**src/rtl/riv_async_fifo_ptr_xfer_ctl_if.sv**
```systemverilog
// Pointer/handshake bundle for one side of the async FIFO pointer controller.
// The controller sits on the slave modport; the FIFO datapath or bench drives the master side.
interface riv_async_fifo_ptr_xfer_ctl_if #(
    parameter int ADDR_WIDTH = 10,
    parameter int INC_WIDTH  = 1
);
    logic                  en;
    logic [INC_WIDTH-1:0]  inc;
    logic                  flush;
    logic [ADDR_WIDTH-1:0] addr;
    logic [ADDR_WIDTH:0]   ptr;
    logic [ADDR_WIDTH:0]   xfer_ptr;
    logic                  xfer_req;
    logic                  xfer_ack;
    logic                  busy;

    modport master (
        output en, inc, flush, xfer_ack,
        input  addr, ptr, xfer_ptr, xfer_req, busy
    );

    modport slave (
        input  en, inc, flush, xfer_ack,
        output addr, ptr, xfer_ptr, xfer_req, busy
    );
endinterface

```
**src/rtl/riv_async_fifo_ptr_xfer_ctl.sv**
```systemverilog
// One-side async FIFO pointer controller: wrap-bit pointer with arbitrary depth plus 4-phase snapshot transfer.
// Optional feature macro RIV_ASYNC_FIFO_PTR_GRAY_EN: Gray-code the published snapshot.
module riv_async_fifo_ptr_xfer_ctl #(
    parameter int DEPTH       = 1024,
    parameter int ADDR_WIDTH  = $clog2(DEPTH),
    parameter int INC_WIDTH   = 1,
    parameter int SYNC_STAGES = 2
) (
    input  logic                        clk,
    input  logic                        rst_n,
    riv_async_fifo_ptr_xfer_ctl_if.slave bus
);

    typedef enum logic [2:0] {
        ST_RESET    = 3'd0,
        ST_IDLE     = 3'd1,
        ST_LOAD     = 3'd2,
        ST_WAIT_LOW = 3'd3,
        ST_REQ      = 3'd4
    } state_t;

    localparam int SUM_W = ((INC_WIDTH > ADDR_WIDTH) ? INC_WIDTH : ADDR_WIDTH) + 1;
    localparam logic [SUM_W-1:0] DEPTH_S = SUM_W'(DEPTH);

    state_t                state_q, state_nxt;
    logic [ADDR_WIDTH-1:0] addr_q, addr_nxt;
    logic                  wrap_q, wrap_nxt;
    logic                  dirty_q, dirty_nxt;
    logic                  req_q, req_nxt;
    logic [ADDR_WIDTH:0]   xfer_ptr_q;
    logic [ADDR_WIDTH:0]   ptr_cur;
    logic [ADDR_WIDTH:0]   snap;
    logic [SUM_W-1:0]      sum;
    logic                  ack_s;

    assign ptr_cur = {wrap_q, addr_q};

`ifdef RIV_ASYNC_FIFO_PTR_GRAY_EN
    assign snap = ptr_cur ^ (ptr_cur >> 1);
`else
    assign snap = ptr_cur;
`endif

    // Wider sum keeps addr+inc exact so one subtraction of DEPTH folds any non-power-of-2 wrap.
    always_comb begin
        sum      = SUM_W'(addr_q) + SUM_W'(bus.inc);
        addr_nxt = addr_q;
        wrap_nxt = wrap_q;
        if (bus.flush) begin
            addr_nxt = '0;
            wrap_nxt = 1'b0;
        end else if (bus.en) begin
            if (sum >= DEPTH_S) begin
                addr_nxt = ADDR_WIDTH'(sum - DEPTH_S);
                wrap_nxt = ~wrap_q;
            end else begin
                addr_nxt = ADDR_WIDTH'(sum);
            end
        end
    end

    assign dirty_nxt = bus.flush
                     | (bus.en & (bus.inc != '0))
                     | (dirty_q & (state_q != ST_LOAD));

    always_ff @(posedge clk or negedge rst_n) begin
        if (!rst_n) begin
            addr_q  <= '0;
            wrap_q  <= 1'b0;
            dirty_q <= 1'b0;
        end else begin
            addr_q  <= addr_nxt;
            wrap_q  <= wrap_nxt;
            dirty_q <= dirty_nxt;
        end
    end

    generate
        if (SYNC_STAGES == 0) begin : g_no_sync
            assign ack_s = bus.xfer_ack;
        end else begin : g_sync
            logic [SYNC_STAGES-1:0] sync_q;
            always_ff @(posedge clk or negedge rst_n) begin
                if (!rst_n) begin
                    sync_q <= '0;
                end else begin
                    sync_q[0] <= bus.xfer_ack;
                    for (int i = 1; i < SYNC_STAGES; i++) begin
                        sync_q[i] <= sync_q[i-1];
                    end
                end
            end
            assign ack_s = sync_q[SYNC_STAGES-1];
        end
    endgenerate

    // Unused encodings fall back to RESET and drop the request so the far side sees a clean low.
    always_comb begin
        state_nxt = state_q;
        req_nxt   = req_q;
        case (state_q)
            ST_RESET: begin
                state_nxt = ST_IDLE;
            end
            ST_IDLE: begin
                if (dirty_q) begin
                    state_nxt = ST_LOAD;
                end
            end
            ST_LOAD: begin
                state_nxt = ST_WAIT_LOW;
            end
            ST_WAIT_LOW: begin
                if (!ack_s) begin
                    state_nxt = ST_REQ;
                    req_nxt   = 1'b1;
                end
            end
            ST_REQ: begin
                if (ack_s) begin
                    req_nxt   = 1'b0;
                    state_nxt = dirty_q ? ST_LOAD : ST_IDLE;
                end
            end
            default: begin
                state_nxt = ST_RESET;
                req_nxt   = 1'b0;
            end
        endcase
    end

    always_ff @(posedge clk or negedge rst_n) begin
        if (!rst_n) begin
            state_q    <= ST_RESET;
            req_q      <= 1'b0;
            xfer_ptr_q <= '0;
        end else begin
            state_q <= state_nxt;
            req_q   <= req_nxt;
            if (state_q == ST_LOAD) begin
                xfer_ptr_q <= snap;
            end
        end
    end

    assign bus.addr     = addr_q;
    assign bus.ptr      = ptr_cur;
    assign bus.xfer_ptr = xfer_ptr_q;
    assign bus.xfer_req = req_q;
    assign bus.busy     = dirty_q | ((state_q != ST_IDLE) && (state_q != ST_RESET));

endmodule

```
**src/flat_wrapper.sv**
```systemverilog
// flat-port wrapper written by rule: the top's interface ports become plain ports
module riv_async_fifo_ptr_xfer_ctl_flat 
#(
    parameter int DEPTH       = 1024,
    parameter int ADDR_WIDTH  = $clog2(DEPTH),
    parameter int INC_WIDTH   = 1,
    parameter int SYNC_STAGES = 2
)
  (clk, rst_n, bus_en, bus_inc, bus_flush, bus_xfer_ack, bus_addr, bus_ptr, bus_xfer_ptr, bus_xfer_req, bus_busy);
  riv_async_fifo_ptr_xfer_ctl_if #(.ADDR_WIDTH(ADDR_WIDTH), .INC_WIDTH(INC_WIDTH)) bus_i ();
  input  logic clk;
  input  logic rst_n;
  input wire logic [$bits(bus_i.en)-1:0] bus_en;
  input wire logic [$bits(bus_i.inc)-1:0] bus_inc;
  input wire logic [$bits(bus_i.flush)-1:0] bus_flush;
  input wire logic [$bits(bus_i.xfer_ack)-1:0] bus_xfer_ack;
  output wire logic [$bits(bus_i.addr)-1:0] bus_addr;
  output wire logic [$bits(bus_i.ptr)-1:0] bus_ptr;
  output wire logic [$bits(bus_i.xfer_ptr)-1:0] bus_xfer_ptr;
  output wire logic [$bits(bus_i.xfer_req)-1:0] bus_xfer_req;
  output wire logic [$bits(bus_i.busy)-1:0] bus_busy;
  assign bus_i.en = bus_en;
  assign bus_i.inc = bus_inc;
  assign bus_i.flush = bus_flush;
  assign bus_i.xfer_ack = bus_xfer_ack;
  assign bus_addr = bus_i.addr;
  assign bus_ptr = bus_i.ptr;
  assign bus_xfer_ptr = bus_i.xfer_ptr;
  assign bus_xfer_req = bus_i.xfer_req;
  assign bus_busy = bus_i.busy;
  riv_async_fifo_ptr_xfer_ctl #(.DEPTH(DEPTH), .ADDR_WIDTH(ADDR_WIDTH), .INC_WIDTH(INC_WIDTH), .SYNC_STAGES(SYNC_STAGES)) u_core (.clk(clk), .rst_n(rst_n), .bus(bus_i));
endmodule
```
**config.mk**
```make
export PLATFORM = sky130hd
export DESIGN_NAME = riv_async_fifo_ptr_xfer_ctl_flat
export DESIGN_NICKNAME = d
export VERILOG_FILES = /design/src/rtl/riv_async_fifo_ptr_xfer_ctl_if.sv /design/src/rtl/riv_async_fifo_ptr_xfer_ctl.sv /design/src/flat_wrapper.sv
export SDC_FILE = /design/constraint.sdc
export NUM_CORES = 1
export LEC_CHECK = 0
export CAP_MARGIN = 20
export CORE_MARGIN = 2
export CORE_UTILIZATION = 44
export CTS_BUF_LIST = sky130_fd_sc_hd__clkbuf_4 sky130_fd_sc_hd__clkbuf_8
export CTS_CLUSTER_DIAMETER = 40
export DETAILED_ROUTE_END_ITERATION = 6
export PLACE_DENSITY_LB_ADDON = 0.1
export SETUP_SLACK_MARGIN = 0.5
export SKIP_LAST_GASP = 1
export SYNTH_ARGS = -nofsm -noshare
export SYNTH_HDL_FRONTEND = slang
export SYNTH_SLANG_ARGS = --single-unit
export TNS_END_PERCENT = 20
```
**constraint.sdc**
```tcl
create_clock -name clk -period 1.55 [get_ports clk]
set_input_delay 0.31 -clock clk [delete_from_list [all_inputs] [get_ports clk]]
set_output_delay 0.31 -clock clk [all_outputs]
set_load 0.01 [all_outputs]
```
# After elaboration in Yosys (flattened, before gate mapping)

Index checks and enable logic that the tools add are counted.

Divide/modulo/power cells: 0
Bitwise logic cells: 7
Equal/unequal tests: 9
Mux-type cells: 14
Magnitude comparators: 1
Add/subtract/negate cells: 2
Reduce and logical (&&, ||, !) cells: 9
Shifts and indexed selects: 0
$mul: 0

Operator list:

| operator                                           | count |
|---|---|
| 2-to-1 mux 10 bit                                  | 3 |
| case mux 3 bit (5 select lines)                    | 1 |
| adder 10 x 1 -> 11 bit                             | 1 |
| >= comparator 11 bit, second input constant        | 1 |
| subtractor 10 x 1 -> 10 bit, second input constant | 1 |
| 2-to-1 mux 3 bit                                   | 3 |
| == test 3 x 2 -> 1 bit, second input constant      | 2 |
| AND reduction 3 bit                                | 2 |
| 2-to-1 mux 1 bit                                   | 5 |
| != test 2 x 1 -> 1 bit, second input constant      | 2 |
| nonzero test 2 bit                                 | 2 |
| == test 3 x 1 -> 1 bit, second input constant      | 1 |
| == test 3 bit, second input constant               | 1 |
| logical NOT 3 bit                                  | 1 |
| != test 3 x 1 -> 1 bit, second input constant      | 1 |
| != test 3 x 2 -> 1 bit, second input constant      | 1 |
| bitwise OR 1 bit                                   | 3 |
| case mux 1 bit (3 select lines)                    | 1 |
| nonzero test 3 bit                                 | 1 |
| OR reduction 3 bit                                 | 1 |
| AND 1 bit                                          | 2 |
| 2-to-1 mux 2 bit                                   | 1 |
| != test 2 bit, second input constant               | 1 |
| NOT 1 bit                                          | 2 |
| other kinds (2)                                    | 2 |

Bits in read-only memories: 0
Input port bits: 6
Bits in writable memories: 0
Logic and storage cells: 49
Memories kept: 0
Register bits after elaboration: 29
Bits in latches: 0

# Logic depth before layout (Yosys ltp)

Gate-level depths: netlist of run 1.

Depth after elaboration: 5
Depth in mapped cells: 5

# Worst setup path before layout of run 1

Ideal clock, no wire load.

Kind: register to register
Start: register u_core.addr_q[0] (netlist: u_core.bus.addr[0])
End: register u_core.wrap_q
Arrival time: 1561 ps
Setup slack: -89 ps
Stages on the path, launching flop included: 6
Setup time: 78 ps
Path through: dfrtp_1 -> ha_1 -> ha_1 -> nand4_1 -> or4_1 -> a21oi_1

Word-level cells in the longest chain between the ends: 4

RTL lines:

| what                          | line                              | RTL |
|---|---|---|
| from (decl)                   | riv_async_fifo_ptr_xfer_ctl.sv:26 | `logic [ADDR_WIDTH-1:0] addr_q, addr_nxt;` |
| from (signal assigned)        | riv_async_fifo_ptr_xfer_ctl.sv:72 | `addr_q <= addr_nxt;` |
| adder 10 x 1 -> 11 bit        | riv_async_fifo_ptr_xfer_ctl.sv:46 | `sum = SUM_W'(addr_q) + SUM_W'(bus.inc);` |
| >= comparator 11 bit          | riv_async_fifo_ptr_xfer_ctl.sv:53 | `if (sum >= DEPTH_S) begin` |
| nonzero test 2 bit (no line)  | -                                 |  |
| AND reduction 2 bit (no line) | -                                 |  |
| to (signal assigned)          | riv_async_fifo_ptr_xfer_ctl.sv:73 | `wrap_q <= wrap_nxt;` |
| to (decl)                     | riv_async_fifo_ptr_xfer_ctl.sv:27 | `logic wrap_q, wrap_nxt;` |

No other way between the ends.
A chain may end at the register's enable or synchronous reset.

# Worst setup path in the final report of run 1

Start: register u_core.state_q[1]
End: output port bus_busy

Word-level cells in the longest chain between the ends: 3
Elaborated cells between the ends (all ways): 4
Classes of those cells: 1 x eq/ne; 1 x bitwise; 2 x reduce/logical

RTL lines:

| what                                                         | line                               | RTL |
|---|---|---|
| from (decl)                                                  | riv_async_fifo_ptr_xfer_ctl.sv:25  | `state_t state_q, state_nxt;` |
| from (signal assigned)                                       | riv_async_fifo_ptr_xfer_ctl.sv:138 | `state_q <= state_nxt;` |
| != test 3 x 1 -> 1 bit or nonzero test 3 bit (tied branches) | riv_async_fifo_ptr_xfer_ctl.sv:150 | `assign bus.busy = dirty_q \| ((state_q != ST_IDLE) && (state_q != ST_RESET));` |
| logical AND 1 bit (*)                                        | riv_async_fifo_ptr_xfer_ctl.sv:150 |  |
| bitwise OR 1 bit (*)                                         | riv_async_fifo_ptr_xfer_ctl.sv:150 |  |
| to (decl)                                                    | flat_wrapper.sv:21                 | `output wire logic [$bits(bus_i.busy)-1:0] bus_busy;` |

Every way passes the cells marked *; elsewhere a longest branch is shown, timed or not.

==> run_results.csv, run 1 <==
group,metric,value,unit
yosys,synth_nets,128,
power_and_ir_drop,power_density,952,nW/um^2
global_routing,grt_start_max_net_pins,30,
power_and_ir_drop,p_clk_share,23.2,%
finish,fillers,239,
floorplanning,dieArea,3550,um^2
clock_tree,cts_tree,"yes",
sta,rsz0062_at_grt,"yes",
floorplanning,die_h,59.6,um
critical_path,max_stage_delay,0.40,ns
clock_tree,insertion_delay,0.33,ns
route,route.detailed.drc,0,
finish,final_area,2170,um^2
power_and_ir_drop,p_comb_share,33.0,%
global_routing,grt.total_usage,20.4,%
sta,hold_violations,0,
yosys,synth.most_common_cell,"dfrtp_1",
yosys,synthCells,119,
power_and_ir_drop,power_switching,0.614,mW
critical_path,endpoint_kind,"output port",
critical_path,crit_path_max_fanout,2,
finish,ff_latch_area,737,um^2
route,firstDrtPassIters,4,
critical_path,worstSetupPathType,"reg2out",
sta,fin_crit,1.53,ns
yosys,synth.top_cell.area_share,53.4,%
yosys,synth_cell_types,26,
route,drtIter0Drc,25,
power_and_ir_drop,p_seq_share,43.8,%
yosys,yosys-top-cells-count,"29 x dfrtp_1, 13 x buf_4, 11 x mux2_2",
power_and_ir_drop,p_int,1.45,mW
route,vias,1188,
clock_tree,cts_root_buf,"clkbuf_4",
critical_path,cp.arrival,1.22,ns
sta,worst_slack,0.0218,ns
yosys,ys_async_sr_fraction,100,%
finish,area_growth_syn_to_layout,59.5,%
yosys,synth-seq-cells,29,
sta,finalHoldWorstSlack,0.352,ns
route,viasPerCell,5.35,
clock_tree,cts_buffer_depth,2,
global_routing,grtUsageMet3,6.55,%
finish,fin_nets,197,
power_and_ir_drop,vdd.ir_drop.worst,0.000685,V
global_routing,grt_pass1_vias,1082,
yosys,synth_edf_count,0,
sta,worst_pin_slew,0.373,ns
critical_path,crit_slowest_cell,"dfrtp_1",
sta,post-route-period-util,98.6,%
critical_path,setup.worst_path.start_class,"register",
yosys,synth_area_leaders,"dfrtp_1 53%, mux2_2 9.1%, buf_4 7.2%",
route,route.antenna.remaining_nets,0,
global_routing,busiest_layer,"met2",
sta,fmax,654,MHz
placed_design,gp_congestion,0.739,
finish,fin_cells,222,
critical_path,path_cells,"or3_1 -> buf_2",
global_routing,grt_util_met1,27.7,%
sta,setup_violations,0,
placed_design,dpl.cell_count,187,
clock_tree,cts.sinks,29,
floorplanning,ios,40,
global_routing,grt_pass1_wl,5.22,mm
floorplanning,core,3000,um^2
route,avgRoutedWirePerCell,15.3,um
sta,slew_headroom,75.2,%
finish,drive_gt1_share,46.6,%
sta,fin_skew,0.0123,ns
placed_design,io_buffers,39,
clock_tree,hold_buffers,0,
outcome,status,"finished clean",
yosys,avgSynthCellArea,11.4,um^2
placed_design,place_hpwl,1.99,mm
clock_tree,cts_max_level,2,
route,wirelength,3.39,mm
floorplanning,die_w,59.6,um
yosys,synth-main-ff-cell,"dfrtp_1",
clock_tree,clk_pin_slew,0.09,ns
placed_design,place_ws,-0.405,ns
critical_path,required,1.24,ns
floorplanning,rows,20,
flow_run,maxCapViolCount,0,
placed_design,placed_area,1790,um^2
yosys,yosys_warnings,0,
yosys,syn_area,1360,um^2
floorplanning,initial_core_util,45.2,%
yosys,ys_seq_area_share,53.4,%
global_routing,antenna_found_initial,0,
power_and_ir_drop,switching_share,29.7,%
global_routing,grtUsageMet2,29.8,%
sta,finalMaxSlewViolations,0,
yosys,synth_largest_area_cell,"dfrtp_1",
power_and_ir_drop,leakagePower,1.15,nW
finish,multi_input_area,608,um^2
hold_path,hold_path_class,"in2async",
global_routing,grt-ovfl-total,0,
finish,num_antenna_cells,0,
clock_tree,cts_buffers,5,
## power by group through the flow
stage / Sequential [mW] / Combinational, mW / Clock, mW
2_1_floorplan: 0.922 / 0.307 / 0
6_report: 0.903 / 0.681 / 0.479
4_1_cts: 0.900 / 0.545 / 0.491
3_3_place_gp: 0.918 / 0.505 / 0
3_5_place_dp: 0.927 / 0.523 / 0
5_1_grt: 0.913 / 0.733 / 0.528
## area by class of cell
cell class	count	share of cell area, %
Inverter	4	0.693
Tap cell	33	1.91
Multi-Input combinational cell	71	28.1
Clock buffer	8	2.77
Sequential cell	29	34.0
Timing Repair Buffer	77	32.6
## logic make-up (layout without fill, tap and decap cells)
kind of cell | Yosys count | after routing | share of synthesized area [%]
and+or+nand+nor | 28 | 28 | 11.1
AOI/OAI and AO/OA | 24 | 24 | 11.2
buffers and inverters | 19 | 89 | 8.93
xor gates and xnor gates | 3 | 3 | 1.93
DFF | 29 | 29 | 53.4
muxes | 13 | 13 | 10.6
adders and majority gates | 3 | 3 | 2.76
## state kept, by name, indices dropped and copies added, names as in the netlist
| register | cells |
|---|---|
| u_core.bus.xfer_req | 1 |
| u_core.dirty_q | 1 |
| u_core.state_q | 3 |
| u_core.bus.xfer_ptr | 11 |
| u_core.g_sync.sync_q | 2 |
| u_core.bus.addr | 10 |
| u_core.wrap_q | 1 |
## routing by layer
metal	up-vias	routed length [um]
met2	33	1660
met4	0	46
met1	594	1520
li1	554	-
met5	-	0
met3	7	166
## critical path: cells and delay by family (launching register included)
kind / cells / cell delay [ns]
buffers and inverters: 1 / 0.14
flip-flops: 1 / 0.40
AND/OR/NAND/NOR: 1 / 0.35
## layout by cell type (no fill, tap or decap), types with 2 or more instances in the layout
| master | count |
|---|---|
| a21oi_1 | 7 |
| a21oi_2 | 2 |
| a31oi_1 | 2 |
| buf_2 | 4 |
| buf_4 | 28 |
| buf_6 | 16 |
| clkbuf_4 | 8 |
| clkdlybuf4s50_1 | 7 |
| dfrtp_1 | 20 |
| dfrtp_2 | 9 |
| dlygate4sd2_1 | 14 |
| dlymetal6s2s_1 | 7 |
| ha_4 | 3 |
| inv_1 | 4 |
| mux2_2 | 7 |
| mux2_4 | 4 |
| mux2i_1 | 2 |
| nand2_1 | 4 |
| nand3_1 | 2 |
| nand4_1 | 3 |
| nor2_1 | 7 |
| o21ai_0 | 3 |
| o22ai_1 | 2 |
| o31ai_1 | 5 |
| or4_1 | 4 |
| xor2_1 | 3 |
## per-stage QoR
step	util (%)	total power, mW	TNS [ns]
after detailed placement	59.7	1.45	-2.50
after floorplan	-	1.23	0
final	72.2	2.06	0
after global routing	72.2	2.17	-0.116
after global placement	59.7	1.42	-2.25
after CTS	65.6	1.94	0
## what timing repair did
action | CTS | global route
gates resized for setup | 75 | 32
gates cloned | 0 | 0
pin swaps | 1 | 5
buffers inserted | 17 | 10
setup endpoints to repair | 57 | 59
## worst paths after layout
check,endpoint,from,slack (ns),depth (start not counted)
hold / removal,u_core.bus.xfer_ptr[7],rst_n,0.35,2
setup reg to reg,u_core.bus.addr[8],u_core.bus.addr[1],0.06,5
min in group clk,u_core.g_sync.sync_q[1],u_core.g_sync.sync_q[0],0.36,0
max in group asynchronous,u_core.bus.addr[1],rst_n,0.89,2
setup / recovery,bus_busy,u_core.state_q[1],0.02,2
hold reg to reg,u_core.g_sync.sync_q[1],u_core.g_sync.sync_q[0],0.36,0
No activity file was read; power rests on OpenSTA's default activity.
==> inputs of run 2 (changes only) <==
--- a/config.mk
+++ b/config.mk
@@ -6,6 +6,7 @@
 export NUM_CORES = 1
 export LEC_CHECK = 0
 export CAP_MARGIN = 20
+export CORE_ASPECT_RATIO = 0.75
 export CORE_MARGIN = 2
 export CORE_UTILIZATION = 44
 export CTS_BUF_LIST = sky130_fd_sc_hd__clkbuf_4 sky130_fd_sc_hd__clkbuf_8
==> run_results.csv, run 2 (synthesis gave the netlist of run 1 again) <==
group,metric,value,unit
outcome,status,"finished clean",
global_routing,grt.total_usage,20.2,%
hold_path,holdPathStages,0,
global_routing,antenna_found_initial,0,
finish,fillers,240,
floorplanning,core,2940,um^2
critical_path,worstReg2RegEnd,"u_core.bus.xfer_ptr[0]",
placed_design,place_hpwl,2.06,mm
finish,multi_input_area,571,um^2
critical_path,r2r_start,"u_core.state_q[1]",
clock_tree,cts_buffer_depth,2,
floorplanning,rows,17,
floorplanning,die_w,68.2,um
global_routing,grt_pass1_wl,4.98,mm
finish,num_antenna_cells,0,
finish,layout_commonest_cell,"buf_4",
clock_tree,insertion_delay,0.28,ns
route,vias,1136,
power_and_ir_drop,leakagePower,0.965,nW
sta,setup_violations,0,
global_routing,grt-ovfl-total,0,
floorplanning,initial_core_util,46.3,%
finish,area_growth_syn_to_layout,48.2,%
sta,finalHoldWorstSlack,0.349,ns
hold_path,holdCritStartpoint,"u_core.g_sync.sync_q[0]",
critical_path,path_cells,"buf_6 -> nor2b_2 -> and2b_1 -> buf_6 -> mux2_2",
clock_tree,cts.sinks,29,
sta,fin_skew,0.00434,ns
floorplanning,die_h,52.1,um
route,wirelength,3.20,mm
route,firstDrtPassIters,4,
hold_path,holdPathEnd,"u_core.g_sync.sync_q[1]",
finish,drive_gt1_share,37.7,%
sta,slew_headroom,75.2,%
finish,final_cell_mix,"20 x buf_4, 19 x dlygate4sd2_1, 19 x dfrtp_1, 13 x clkdlybuf4s50_1, 11 x mux2_2",
finish,ff_latch_area,738,um^2
clock_tree,cts_buffers,5,
critical_path,setup.worst_path.start_class,"register",
finish,final_util,68.6,%
sta,fin_crit,1.50,ns
sta,hold_violations,0,
route,route.antenna.remaining_nets,0,
placed_design,placed_area,1790,um^2
floorplanning,ios,40,
critical_path,endpoint_kind,"register",
route,viasPerCell,5.33,
critical_path,max_stage_delay,0.44,ns
sta,post-route-period-util,97.0,%
placed_design,place_ws,-0.441,ns
finish,fin_nets,184,
clock_tree,hold_buffers,0,
global_routing,grt_pass1_vias,1073,
hold_path,hold_path_class,"reg2reg",
power_and_ir_drop,power_density,1070,nW/um^2
critical_path,cp.arrival,1.66,ns
critical_path,cpMostUsedCell,"buf_6",
critical_path,crit_path_max_fanout,6,
floorplanning,dieArea,3550,um^2
sta,worst_slack,0.0469,ns
critical_path,worstSetupPathType,"reg2reg",
critical_path,rr_worst_depth,5,
clock_tree,cts_tree,"yes",
sta,finalMaxSlewViolations,0,
flow_run,maxCapViolCount,0,
sta,fmax,665,MHz
placed_design,gp_congestion,0.775,
clock_tree,clk_pin_slew,0.06,ns
power_and_ir_drop,vdd.ir_drop.worst,0.000847,V
route,avgRoutedWirePerCell,15.0,um
route,drtIter0Drc,22,
sta,worst_pin_slew,0.373,ns
global_routing,grt_start_max_net_pins,30,
clock_tree,cts_max_level,2,
sta,rsz0062_at_grt,"yes",
finish,final_area,2010,um^2
critical_path,ff2ff_setup_slack,0.05,ns
finish,largest_reg_flops,11,
critical_path,required,1.71,ns
critical_path,crit_slowest_cell,"dfrtp_1",
placed_design,io_buffers,39,
clock_tree,cts_root_buf,"clkbuf_8",
route,route.detailed.drc,0,
sta,fin_tns_setup,0,ns
[run 2: cell count changes in the layout (fill, tap and decap cells not counted), moves of 4 or more]
cell	change
buf_4	-8
dlymetal6s2s_1	-7
clkbuf_4	-7
mux2_4	-4
clkdlybuf4s50_1	+6
clkbuf_8	+6
dlygate4sd2_1	+5
buf_6	-10
mux2_2	+4
[run 2: final cells by class]
class                           instances  area share [%]
Sequential cell                        29            36.7
Clock buffer                            7            4.47
Tap cell                               38            2.36
Timing Repair Buffer                   64            27.3
Inverter                                4           0.870
Multi-Input combinational cell         71            28.3
[run 2: per-layer routing]
layer / wire, um / GRT usage, %
met3: 174 / 6.06
met5: 0 / 0
met1: 1470 / 24.7
met4: 31 / 9.00
met2: 1520 / 32.8
[run 2: timing repair]
action,4_1_cts,5_1_grt
buffers inserted,15,0
gates resized for setup,67,1
hold endpoints to repair,0,0
gates cloned,0,0
pin swaps,11,0
endpoints found under the setup margin,58,59
[run 2: how the worst max path moves through the flow]
| stage | start | endpoint | slack, ns |
|---|---|---|---|
| 2_1_floorplan | u_core.bus.addr[0] | u_core.wrap_q | 0.06 |
| 6_report | u_core.state_q[1] | u_core.bus.xfer_ptr[0] | 0.05 |
| 5_1_grt | u_core.bus.addr[0] | u_core.wrap_q | -0.02 |
| 4_1_cts | u_core.state_q[1] | bus_busy | 0.05 |
| 3_3_place_gp | bus_inc | u_core.bus.addr[6] | -0.38 |
| 3_5_place_dp | bus_inc | u_core.bus.addr[8] | -0.44 |
[run 2: per-stage QoR]
stage	instances	total power, mW
after floorplan	119	1.23
after global placement	191	1.44
after detailed placement	191	1.47
after CTS	213	2.15
after global routing	213	2.24
final	213	2.15
[run 2: worst max-delay path, delay by kind of cell (launching register included)]
kind	cells	cell delay, ns
flip-flops	1	0.44
AND/OR/NAND/NOR	2	0.34
multiplexers	1	0.34
buffers and inverters	2	0.26
[run 2: power by group]
part           total, mW  switching, mW  internal [mW]
clock network      0.643          0.274          0.369
logic              0.593          0.268          0.325
registers          0.914         0.0789          0.835
total               2.15          0.621           1.53
==> inputs of run 3 (changes only) <==
--- a/config.mk
+++ b/config.mk
@@ -8,7 +8,7 @@
 export CAP_MARGIN = 20
 export CORE_ASPECT_RATIO = 0.75
 export CORE_MARGIN = 2
-export CORE_UTILIZATION = 44
+export CORE_UTILIZATION = 50
 export CTS_BUF_LIST = sky130_fd_sc_hd__clkbuf_4 sky130_fd_sc_hd__clkbuf_8
 export CTS_CLUSTER_DIAMETER = 40
 export DETAILED_ROUTE_END_ITERATION = 6
==> constraint.sdc (replaced) <==
create_clock -name clk -period 1.8 [get_ports clk]
set_input_delay 0.36 -clock clk [delete_from_list [all_inputs] [get_ports clk]]
set_output_delay 0.36 -clock clk [all_outputs]
set_load 0.01 [all_outputs]
==> run_results.csv, run 3 (synthesis gave the netlist of run 1 again) <==
group,metric,value,unit
finish,fin_nets,192,
finish,drive_gt1_share,46.2,%
route,vias,1175,
sta,worst_slack,0.187,ns
critical_path,worstSetupPathType,"reg2reg",
outcome,status,"finished clean",
floorplanning,core,2600,um^2
critical_path,crit_path_max_fanout,3,
route,route.detailed.drc,0,
placed_design,place_hpwl,1.95,mm
floorplanning,dieArea,3150,um^2
clock_tree,hold_buffers,0,
critical_path,required,2.05,ns
power_and_ir_drop,power_density,789,nW/um^2
global_routing,grt-ovfl-total,0,
finish,num_antenna_cells,0,
critical_path,setup.worst_path.start_class,"register",
finish,layout_commonest_cell,"buf_4",
floorplanning,rows,16,
floorplanning,ios,40,
sta,hold_violations,0,
finish,largest_reg_flops,11,
finish,final_util,79.4,%
clock_tree,cts_max_level,2,
placed_design,place_ws,-0.250,ns
clock_tree,insertion_delay,0.32,ns
clock_tree,cts.sinks,29,
global_routing,grt_pass1_vias,1054,
critical_path,endpoint_kind,"register",
clock_tree,cts_buffer_depth,2,
global_routing,grt_pass1_wl,4.87,mm
placed_design,gp_congestion,0.781,
critical_path,r2r_start,"u_core.bus.addr[0]",
sta,rsz0062_at_grt,"yes",
clock_tree,clk_pin_slew,0.10,ns
placed_design,io_buffers,39,
sta,post-route-period-util,89.6,%
finish,final_cell_mix,"25 x buf_4, 23 x dlygate4sd2_1, 22 x dfrtp_1, 11 x mux2_2",
sta,fin_skew,0.0108,ns
sta,slew_headroom,75.7,%
route,avgRoutedWirePerCell,15.6,um
sta,setup_violations,0,
route,wirelength,3.44,mm
route,viasPerCell,5.34,
global_routing,grt.total_usage,20.4,%
power_and_ir_drop,leakagePower,1.10,nW
route,firstDrtPassIters,4,
critical_path,cp-startpoint,"u_core.bus.addr[0]",
critical_path,cp.arrival,1.87,ns
hold_path,hold_path_class,"reg2reg",
floorplanning,initial_core_util,52.2,%
floorplanning,die_w,64.2,um
clock_tree,cts_root_buf,"clkbuf_4",
clock_tree,cts_tree,"yes",
global_routing,grt_start_max_net_pins,30,
sta,finalMaxSlewViolations,0,
clock_tree,cts_buffers,5,
critical_path,ff2ff_setup_slack,0.19,ns
finish,area_growth_syn_to_layout,52.0,%
sta,fin_crit,1.61,ns
floorplanning,die_h,49.1,um
global_routing,antenna_found_initial,0,
hold_path,holdCritStartpoint,"u_core.g_sync.sync_q[0]",
route,route.antenna.remaining_nets,0,
flow_run,maxCapViolCount,0,
power_and_ir_drop,p_total,1.63,mW
power_and_ir_drop,vdd.ir_drop.worst,0.000658,V
sta,worst_pin_slew,0.365,ns
route,drtIter0Drc,26,
sta,fmax,620,MHz
## run 3: cell types whose count changed in the layout (fill, tap and decap cells not counted), moves of 5 or more
| cell | change |
|---|---|
| clkbuf_8 | -6 |
| a21oi_1 | -5 |
| clkdlybuf4s50_1 | -11 |
| clkbuf_4 | +5 |
| buf_4 | +5 |
| a21oi_2 | +5 |
## run 3: cell type report
cell class	instances	area, um^2
clock buffers	6	45.0
clock inverters	2	10.0
well taps	36	45.0
multi-input cells	71	608
inverters	4	17.5
repair buffers	72	606
fillers	166	537
flip-flops and latches	29	734
## run 3: per-layer routing
layer	vias up	GRT usage [%]	wire length, um	share of wire, %
met3	6	5.31	154	4.5
li1	546	-	-	-
met5	-	0	0	0
met1	584	27.2	1530	44
met4	0	8.51	53	1.5
met2	39	31.8	1710	50
## run 3: worst paths after layout
path	end	cells after the start
max	u_core.wrap_q	6
min	u_core.g_sync.sync_q[1]	0
max reg2reg	u_core.wrap_q	6
min reg2reg	u_core.g_sync.sync_q[1]	0
max in group asynchronous	u_core.bus.addr[5]	2
min in group asynchronous	u_core.bus.xfer_ptr[10]	2
## run 3: per-stage QoR
step / area (um^2) / std cells / TNS (ns) / hold WS (ns)
3_3_place_gp: 1790 / 189 / -0.938 / 0.335
4_1_cts: 1900 / 213 / 0 / 0.368
2_1_floorplan: 1390 / 119 / 0 / 0.0644
5_1_grt: 2070 / 220 / 0 / 0.373
3_5_place_dp: 1790 / 189 / -1.19 / 0.348
6_report: 2070 / 220 / 0 / 0.365
## run 3: report_power, final
| group | switching, mW | total, mW | internal (mW) | leakage (nW) |
|---|---|---|---|---|
| sequential | 0.0547 | 0.772 | 0.718 | 0.375 |
| combinational | 0.238 | 0.479 | 0.241 | 0.691 |
| clock | 0.215 | 0.379 | 0.164 | 0.0354 |
## run 3: critical path: stages (launching register included)
cell     delay (ns)
dfrtp_2        0.39
buf_6          0.11
ha_4           0.13
ha_4           0.16
nand4_1        0.12
or4_4          0.52
a21oi_2        0.13
## run 3: timing repair
action / in CTS / in global routing
buffers inserted: 16 / 7
resized for setup: 71 / 28
endpoints found under the setup margin: 52 / 49
pin swaps: 0 / 10
